File: src/rtl/axi4_mmio_slave.sv
// axi4_mmio_slave: AXI4 slave with LED/PEND/EN/SCRATCH registers decoded in a 4 KB window.
// Latency: B one cycle after the final W beat; each R beat registered one cycle after its AR/R handshake.
// Backpressure: one burst per channel at a time; bvalid/rvalid and their payloads hold until ready.
module axi4_mmio_slave #(
  parameter int ID_W = 4
) (
  input  logic            clock,
  input  logic            reset,
  input  logic            S_AXI_awvalid,
  output logic            S_AXI_awready,
  input  logic [ID_W-1:0] S_AXI_awid,
  input  logic [31:0]     S_AXI_awaddr,
  input  logic [7:0]      S_AXI_awlen,
  input  logic [2:0]      S_AXI_awsize,
  input  logic [1:0]      S_AXI_awburst,
  input  logic            S_AXI_wvalid,
  output logic            S_AXI_wready,
  input  logic [63:0]     S_AXI_wdata,
  input  logic [7:0]      S_AXI_wstrb,
  input  logic            S_AXI_wlast,
  output logic            S_AXI_bvalid,
  input  logic            S_AXI_bready,
  output logic [ID_W-1:0] S_AXI_bid,
  output logic [1:0]      S_AXI_bresp,
  input  logic            S_AXI_arvalid,
  output logic            S_AXI_arready,
  input  logic [ID_W-1:0] S_AXI_arid,
  input  logic [31:0]     S_AXI_araddr,
  input  logic [7:0]      S_AXI_arlen,
  input  logic [2:0]      S_AXI_arsize,
  input  logic [1:0]      S_AXI_arburst,
  output logic            S_AXI_rvalid,
  input  logic            S_AXI_rready,
  output logic [ID_W-1:0] S_AXI_rid,
  output logic [63:0]     S_AXI_rdata,
  output logic [1:0]      S_AXI_rresp,
  output logic            S_AXI_rlast,
  input  logic [5:0]      irq_src,
  output logic [7:0]      led,
  output logic [5:0]      ext_intrs
);

  localparam logic [1:0] RESP_OKAY   = 2'b00;
  localparam logic [1:0] RESP_SLVERR = 2'b10;
  localparam logic [1:0] BURST_INCR  = 2'b01;
  localparam logic [8:0] IDX_LED     = 9'd0;
  localparam logic [8:0] IDX_PEND    = 9'd1;
  localparam logic [8:0] IDX_EN      = 9'd2;
  localparam logic [8:0] IDX_SCRATCH = 9'd3;

  typedef enum logic [1:0] {W_IDLE = 2'd0, W_DATA = 2'd1, W_RESP = 2'd2} w_state_t;
  typedef enum logic {R_IDLE = 1'b0, R_DATA = 1'b1} r_state_t;

  w_state_t w_state, w_state_nxt;
  r_state_t r_state, r_state_nxt;

  // register file
  logic [7:0]  led_q;
  logic [5:0]  pend_q;
  logic [5:0]  en_q;
  logic [5:0]  irq_q;
  logic [63:0] scratch_q;

  // write burst context; only addr[11:3] matters, so the beat address is a 9-bit word index
  logic [ID_W-1:0] w_id;
  logic [8:0]      w_idx;
  logic [7:0]      w_len;
  logic [7:0]      w_cnt;
  logic            w_incr;
  logic            w_discard;
  logic            w_err;

  // read burst context
  logic [ID_W-1:0] r_id;
  logic [8:0]      r_idx;
  logic [7:0]      r_len;
  logic [7:0]      r_cnt;
  logic            r_incr;
  logic            r_discard;
  logic [63:0]     rdata_q;
  logic [1:0]      rresp_q;
  logic            rlast_q;

  logic        aw_hs, w_hs, b_hs, ar_hs, r_hs;
  logic        aw_bad, ar_bad;
  logic        w_final, w_unmapped;
  logic [5:0]  pend_clr, pend_nxt;
  logic [8:0]  rd_idx;
  logic        rd_discard;
  logic [63:0] rd_data;
  logic        rd_err;
  logic        unused_addr_bits;

  assign unused_addr_bits = ^{S_AXI_awaddr[31:12], S_AXI_awaddr[2:0],
                              S_AXI_araddr[31:12], S_AXI_araddr[2:0]};

  // WRAP, the reserved burst type and transfers wider than the 64-bit bus are swallowed with SLVERR
  function automatic logic bad_burst(input logic [1:0] burst, input logic [2:0] size);
    return burst[1] || (size > 3'd3);
  endfunction

  assign aw_bad = bad_burst(S_AXI_awburst, S_AXI_awsize);
  assign ar_bad = bad_burst(S_AXI_arburst, S_AXI_arsize);

  // handshakes are derived from state so they never loop back through the ready outputs
  assign aw_hs = S_AXI_awvalid && reset && (w_state == W_IDLE);
  assign w_hs  = S_AXI_wvalid  && reset && (w_state == W_DATA);
  assign b_hs  = S_AXI_bready  && reset && (w_state == W_RESP);
  assign ar_hs = S_AXI_arvalid && reset && (r_state == R_IDLE);
  assign r_hs  = S_AXI_rready  && reset && (r_state == R_DATA);

  // termination is by beat count only; wlast is merely cross-checked
  assign w_final    = (w_cnt == w_len);
  assign w_unmapped = (w_idx > IDX_SCRATCH);

  // state registers for both channel FSMs
  always_ff @(posedge clock) begin
    if (!reset) begin
      w_state <= W_IDLE;
      r_state <= R_IDLE;
    end else begin
      w_state <= w_state_nxt;
      r_state <= r_state_nxt;
    end
  end

  // write FSM next state and ready/valid outputs
  always_comb begin
    w_state_nxt   = w_state;
    S_AXI_awready = 1'b0;
    S_AXI_wready  = 1'b0;
    S_AXI_bvalid  = 1'b0;
    case (w_state)
      W_IDLE: begin
        S_AXI_awready = reset;
        if (aw_hs) w_state_nxt = W_DATA;
      end
      W_DATA: begin
        S_AXI_wready = reset;
        if (w_hs && w_final) w_state_nxt = W_RESP;
      end
      W_RESP: begin
        S_AXI_bvalid = reset;
        if (b_hs) w_state_nxt = W_IDLE;
      end
      default: w_state_nxt = W_IDLE;
    endcase
  end

  // capture the write burst on AW, then step beat count/address and accumulate errors per beat
  always_ff @(posedge clock) begin
    if (!reset) begin
      w_id      <= '0;
      w_idx     <= '0;
      w_len     <= '0;
      w_cnt     <= '0;
      w_incr    <= 1'b0;
      w_discard <= 1'b0;
      w_err     <= 1'b0;
    end else if (aw_hs) begin
      w_id      <= S_AXI_awid;
      w_idx     <= S_AXI_awaddr[11:3];
      w_len     <= S_AXI_awlen;
      w_cnt     <= '0;
      w_incr    <= (S_AXI_awburst == BURST_INCR);
      w_discard <= aw_bad;
      w_err     <= aw_bad;
    end else if (w_hs) begin
      w_cnt <= w_cnt + 8'd1;
      if (w_incr) w_idx <= w_idx + 9'd1;
      if ((S_AXI_wlast != w_final) || (!w_discard && w_unmapped)) w_err <= 1'b1;
    end
  end

  // W1C mask for this cycle; a new irq edge overrides a coincident clear
  always_comb begin
    pend_clr = '0;
    if (w_hs && !w_discard && (w_idx == IDX_PEND) && S_AXI_wstrb[0]) pend_clr = S_AXI_wdata[5:0];
    pend_nxt = (pend_q & ~pend_clr) | (irq_src & ~irq_q);
  end

  // register file updates: irq edge history, pending bits and byte-enabled writes
  always_ff @(posedge clock) begin
    if (!reset) begin
      led_q     <= '0;
      pend_q    <= '0;
      en_q      <= '0;
      irq_q     <= '0;
      scratch_q <= '0;
    end else begin
      irq_q  <= irq_src;
      pend_q <= pend_nxt;
      if (w_hs && !w_discard) begin
        case (w_idx)
          IDX_LED: if (S_AXI_wstrb[0]) led_q <= S_AXI_wdata[7:0];
          IDX_EN:  if (S_AXI_wstrb[0]) en_q <= S_AXI_wdata[5:0];
          IDX_SCRATCH: begin
            for (int i = 0; i < 8; i++) begin
              if (S_AXI_wstrb[i]) scratch_q[8*i +: 8] <= S_AXI_wdata[8*i +: 8];
            end
          end
          default: ;
        endcase
      end
    end
  end

  // read FSM next state and ready/valid outputs
  always_comb begin
    r_state_nxt   = r_state;
    S_AXI_arready = 1'b0;
    S_AXI_rvalid  = 1'b0;
    case (r_state)
      R_IDLE: begin
        S_AXI_arready = reset;
        if (ar_hs) r_state_nxt = R_DATA;
      end
      R_DATA: begin
        S_AXI_rvalid = reset;
        if (r_hs && rlast_q) r_state_nxt = R_IDLE;
      end
      default: r_state_nxt = R_IDLE;
    endcase
  end

  // look up the beat to be registered next: the AR address when idle, else the following beat
  always_comb begin
    if (r_state == R_IDLE) begin
      rd_idx     = S_AXI_araddr[11:3];
      rd_discard = ar_bad;
    end else begin
      rd_idx     = r_incr ? (r_idx + 9'd1) : r_idx;
      rd_discard = r_discard;
    end
    rd_data = '0;
    rd_err  = rd_discard;
    if (!rd_discard) begin
      case (rd_idx)
        IDX_LED:     rd_data = {56'd0, led_q};
        IDX_PEND:    rd_data = {58'd0, pend_q};
        IDX_EN:      rd_data = {58'd0, en_q};
        IDX_SCRATCH: rd_data = scratch_q;
        default:     rd_err  = 1'b1;
      endcase
    end
  end

  // capture the read burst and register each beat; payload only moves on a handshake
  always_ff @(posedge clock) begin
    if (!reset) begin
      r_id      <= '0;
      r_idx     <= '0;
      r_len     <= '0;
      r_cnt     <= '0;
      r_incr    <= 1'b0;
      r_discard <= 1'b0;
      rdata_q   <= '0;
      rresp_q   <= RESP_OKAY;
      rlast_q   <= 1'b0;
    end else if (ar_hs) begin
      r_id      <= S_AXI_arid;
      r_idx     <= rd_idx;
      r_len     <= S_AXI_arlen;
      r_cnt     <= '0;
      r_incr    <= (S_AXI_arburst == BURST_INCR);
      r_discard <= ar_bad;
      rdata_q   <= rd_data;
      rresp_q   <= rd_err ? RESP_SLVERR : RESP_OKAY;
      rlast_q   <= (S_AXI_arlen == 8'd0);
    end else if (r_hs && !rlast_q) begin
      r_idx   <= rd_idx;
      r_cnt   <= r_cnt + 8'd1;
      rdata_q <= rd_data;
      rresp_q <= rd_err ? RESP_SLVERR : RESP_OKAY;
      rlast_q <= ((r_cnt + 8'd1) == r_len);
    end
  end

  assign S_AXI_bid   = w_id;
  assign S_AXI_bresp = w_err ? RESP_SLVERR : RESP_OKAY;
  assign S_AXI_rid   = r_id;
  assign S_AXI_rdata = rdata_q;
  assign S_AXI_rresp = rresp_q;
  assign S_AXI_rlast = S_AXI_rvalid && rlast_q;
  assign led         = reset ? led_q : 8'd0;
  assign ext_intrs   = reset ? (pend_q & en_q) : 6'd0;

endmodule
File: config.mk
export PLATFORM = sky130hd
export DESIGN_NAME = axi4_mmio_slave
export DESIGN_NICKNAME = d
export VERILOG_FILES = /design/src/rtl/axi4_mmio_slave.sv
export SDC_FILE = /design/constraint.sdc
export NUM_CORES = 1
export LEC_CHECK = 0
export ABC_AREA = 1
export CAP_MARGIN = 5
export CORE_MARGIN = 1.5
export CORE_UTILIZATION = 50
export CTS_BUF_LIST = sky130_fd_sc_hd__clkbuf_4 sky130_fd_sc_hd__clkbuf_8 sky130_fd_sc_hd__clkbuf_16
export DETAILED_ROUTE_END_ITERATION = 8
export PLACE_DENSITY = 0.8
export SYNTH_ARGS = -nofsm -noshare
export SYNTH_HDL_FRONTEND = slang
export SYNTH_SLANG_ARGS = --single-unit
File: constraint.sdc
create_clock -name clock -period 4.3 [get_ports clock]
set_clock_uncertainty 0.05 [all_clocks]
set_input_delay 1.075 -clock clock [delete_from_list [all_inputs] [get_ports clock]]
set_output_delay 1.075 -clock clock [all_outputs]
set_load 0.05 [all_outputs]
-- Word-level counts from Yosys, hierarchy flattened
Cells that the tools add are included.
- bits in registers: 223
- word-level logic and storage cells: 146
- output and inout bits: 96
- input bits: 184
- bitwise operators: 8
- magnitude comparators: 3
- add/subtract/negate cells: 4
- equality and inequality tests: 16
- reductions and logical operators: 47
- muxes and demuxes: 38
- operator list (operator ; count):
    64-bit one-hot mux with 4 select lines ; 1
    64-bit two-way mux ; 3
    9-bit two-way mux ; 7
    9-bit by 2-bit equality test with 1-bit output (second input constant) ; 4
    3-bit AND reduction ; 11
    9-bit by 1-bit adder with 9-bit output (second input constant) ; 2
    6-bit bitwise AND ; 3
    9-bit by 1-bit equality test with 1-bit output (second input constant) ; 2
    1-bit logical AND ; 18
    9-bit zero test ; 2
    8-bit by 1-bit adder with 8-bit output (second input constant) ; 2
    8-bit equality test ; 2
    1-bit two-way mux ; 15
    2-bit two-way mux ; 7
    6-bit two-way mux ; 2
    6-bit inverter ; 2
    9-bit by 2-bit greater-than comparator with 1-bit output (second input constant) ; 1
    8-bit zero test ; 1
    8-bit two-way mux ; 1
    2-bit nonzero test ; 4
    2-bit by 1-bit equality test with 1-bit output (second input constant) ; 3
    3-bit by 2-bit greater-than comparator with 1-bit output (second input constant) ; 2
    6-bit bitwise OR ; 1
    2-bit one-hot mux with 3 select lines ; 1
    12 further kinds ; 19

-- Logic depth before layout (Yosys ltp)
- word-level depth: 10
- mapped depth: 18
- gate-level depth less buffers: 16

-- Worst setup path before layout
OpenSTA, ideal clock, no wires.
- kind: input-to-output
- start point: input reset
- end point: output S_AXI_bvalid
- buffers on the path: 3
- required time: 3.175 ns
- stages on the path: 5
- arrival: 2.719 ns
- slack: 0.456 ns
- cell sequence: inv_2 buf_2 clkbuf_1 clkbuf_1 nor3_1
- longest elaborated chain between the ends: 1
- RTL lines (what ; RTL line ; source):
    start: declaration ; 8 ; input logic reset,
    1-bit two-way mux ; 133 ; case (w_state)
    end: declaration ; 21 ; output logic S_AXI_bvalid,
Every way passes these cells.

-- Final worst setup path
- start point: input reset
- end point: output S_AXI_rlast
- longest elaborated chain between the ends: 2
- RTL lines (what ; RTL line ; source):
    1-bit two-way mux ; 213 ; case (r_state)
    1-bit logical AND ; 284 ; assign S_AXI_rlast = S_AXI_rvalid && rlast_q;
    end: declaration ; 37 ; output logic S_AXI_rlast,
Every way passes these cells.

==> flow_metrics.env <==
export IMPL_final_antenna_net_count=0
export IMPL_grt_first_pass_wirelength_mm=38.88
export IMPL_worstSkewPairLatency_ns=0.51
export IMPL_fin_crit_sh=0.8361
export IMPL_cp_startpoint="reset"
export IMPL_hold_buffers=0
export IMPL_path_class="in2out"
export IMPL_maxSlewHeadroom=0.3131
export IMPL_htreeDepth=1
export IMPL_grt_pass1_vias=8177
export IMPL_whs_ns=0.3731
export IMPL_power_leakage_nw=5.166
export IMPL_drv_cap=0
export IMPL_place_ws_ns=0.7003
export IMPL_slowest_delay_ns=0.81
export IMPL_dp_cells=1707
export IMPL_path_cells="buf_2, nand2_1, nor2_1, clkdlybuf4s50_1"
export IMPL_syn_area_per_cell_um2=7.870
export IMPL_fin_cells=1745
export IMPL_remaining_drc_errors=0
export IMPL_place_congestion=0.8382
export IMPL_initial_core_util=0.5107
export IMPL_drive_gt1_frac=0.1406
export IMPL_drt_initial_drc_count=437
export IMPL_placed_area_mm2=0.01231
export IMPL_area_growth_syn_to_layout_pct=31.47
export IMPL_crit_slowest_cell="clkdlybuf4s50_1"
export IMPL_mostFrequentLayoutCells="nand2_1, dfxtp_1, clkdlybuf4s50_1"
export IMPL_num_rows=51
export IMPL_io_pins=280
export IMPL_hpwl_mm=17.03
export IMPL_finalWorstSetupSlack_ns=0.7047
export IMPL_wl_mm=24.19
export IMPL_hold_violations=0
export IMPL_whs_path_depth=1
export IMPL_die_area_mm2=0.02073
export IMPL_finalSetupViolCount=0
export IMPL_setup_tns_ns=0
export IMPL_clockBufferDepth=3
export IMPL_design_area_mm2=0.01307
export IMPL_min_from="irq_q[1]"
export IMPL_die_h_um=144.0
export IMPL_nets=1660
export IMPL_vias_per_cell=5.005
export IMPL_cts_sinks=222
export IMPL_synth_seq_cells=222
export IMPL_p_per_area_mw_per_mm2=352.8
export IMPL_irDropWorstVdd_mv=0.2872
export IMPL_cp_required_ns=3.17
export IMPL_post_cts_buffers=0
export IMPL_numCtsBuffers=25
export IMPL_cp_end_kind="output pin"
export IMPL_critical_path_startpoint_type="input pin"
export IMPL_gr_usage_all_layers=0.2296
export IMPL_die_w_um=144.0
export IMPL_hold_path_class="reg2reg"
export IMPL_arrival_ns=2.47
export IMPL_post_drt_wl_per_cell_um=13.86
export IMPL_fmax_mhz=278.1
export IMPL_dr_pass1_iters=4
export IMPL_layout_commonest_cell="nand2_1"
export IMPL_status="finished clean"
export IMPL_antenna_found_initial=0
export IMPL_slew_viol_final=0
export IMPL_post_route_min_period_ns=3.595
export IMPL_core_area_mm2=0.01946
export IMPL_grt_overflow=0
export IMPL_cts_tree="yes"
export IMPL_reg2reg_depth=8
export IMPL_root_buffer="clkbuf_16"
export IMPL_yosysUniqueCellTypes=47
export IMPL_worst_slew_pin_slew_ns=1.030
export IMPL_via_count=8734
export IMPL_portBuffers=227
export IMPL_ys_seq_area_frac=0.4471
export IMPL_synthCells=1263
export IMPL_ys_warn_count=0
export IMPL_critPathMaxFanout=13
export IMPL_worstReg2RegStart="r_state"
export IMPL_cts_repair_resize_count=0
export IMPL_clk_pin_slew_ns=0.06
export IMPL_rsz0062_at_grt="false"
export IMPL_syn_area_mm2=0.009940
export IMPL_grt_start_max_net_pins=81
final cells by class:
class	count	area (um2)
fill	1662	6395
sequential	222	4444
multi-input combinational	797	4444
timing repair buffer	240	2397
clock buffer	34	737.0
inverter	183	691.9
tap	265	331.6
clock inverter	3	18.77
antenna	1	2.502
Yosys cell counts, drive strengths merged:
| cell | instances | area share |
|---|---|---|
| a211oi | 68 | 0.058 |
| a21oi | 97 | 0.064 |
| a221oi | 2 | 0.0018 |
| a22o | 8 | 0.0070 |
| a31oi | 6 | 0.0038 |
| buf | 29 | 0.025 |
| clkbuf | 33 | 0.012 |
| conb | 1 | 0.00038 |
| dfxtp | 222 | 0.45 |
| ha | 7 | 0.0088 |
| inv | 183 | 0.069 |
| nand2 | 276 | 0.12 |
| nand3 | 61 | 0.033 |
| nand3b | 1 | 0.00076 |
| nand4 | 13 | 0.0088 |
| nor2 | 125 | 0.055 |
| nor3 | 12 | 0.0077 |
| nor3b | 8 | 0.014 |
| nor4 | 3 | 0.0019 |
| o211ai | 8 | 0.0060 |
| o21a | 2 | 0.0015 |
| o21ai | 69 | 0.037 |
| o21bai | 1 | 0.00076 |
| o22ai | 12 | 0.0076 |
| o41ai | 1 | 0.00088 |
| or2 | 4 | 0.0025 |
| xnor2 | 3 | 0.0026 |
| xor2 | 8 | 0.0070 |
worst paths after layout:
check	endpoint	slack, ns
worst max-delay path	S_AXI_rlast	0.70
worst min-delay path	pend_q[1]	0.37
worst max register to register	r_cnt[6]	1.42
worst min register to register	pend_q[1]	0.37
routing by layer:
layer | GRT usage | vias up | part of all wire
li1 | - | 4523 | -
met1 | 0.2944 | 3942 | 0.44
met2 | 0.3863 | 227 | 0.47
met3 | 0.05099 | 42 | 0.065
met4 | 0.06767 | 0 | 0.025
met5 | 0 | - | 0
logic make-up after synthesis:
kind of cell / Yosys count / synth area share
AOI/OAI and AO/OA: 274 / 0.1883
xor gates and xnor gates: 11 / 0.009694
adders and majority gates: 7 / 0.008811
buffers and inverters: 245 / 0.1069
DFF: 222 / 0.4471
other: 1 / 0.0003773
and+or+nand+nor: 503 / 0.2388
registers in the layout, summed over array words and instances (netlist names), 4 cells and up:
name,count
S_AXI_bid,4
w_cnt,8
pend_q,6
r_cnt,8
w_idx,9
en_q,6
w_len,8
led_q,8
scratch_q,64
r_idx,9
irq_q,6
S_AXI_rid,4
r_len,8
S_AXI_rdata,64
power breakdown:
part           switching, mW  internal [mW]
clock network          0.792           1.18
registers             0.0414           2.11
logic                  0.277          0.212
critical path, delay by kind of cell:
| family | cells | cell delay (ns) |
|---|---|---|
| AND/OR/NAND/NOR | 2 | 0.27 |
| buffers and inverters | 2 | 1.12 |
stage by stage:
step                  util  total power [mW]
floorplan                -             2.469
global placement    0.6325             2.672
detailed placement  0.6325             2.682
CTS                 0.6713             4.648
global route        0.6713             4.785
finish              0.6714             4.610
Power figures use the tool's default switching activity.
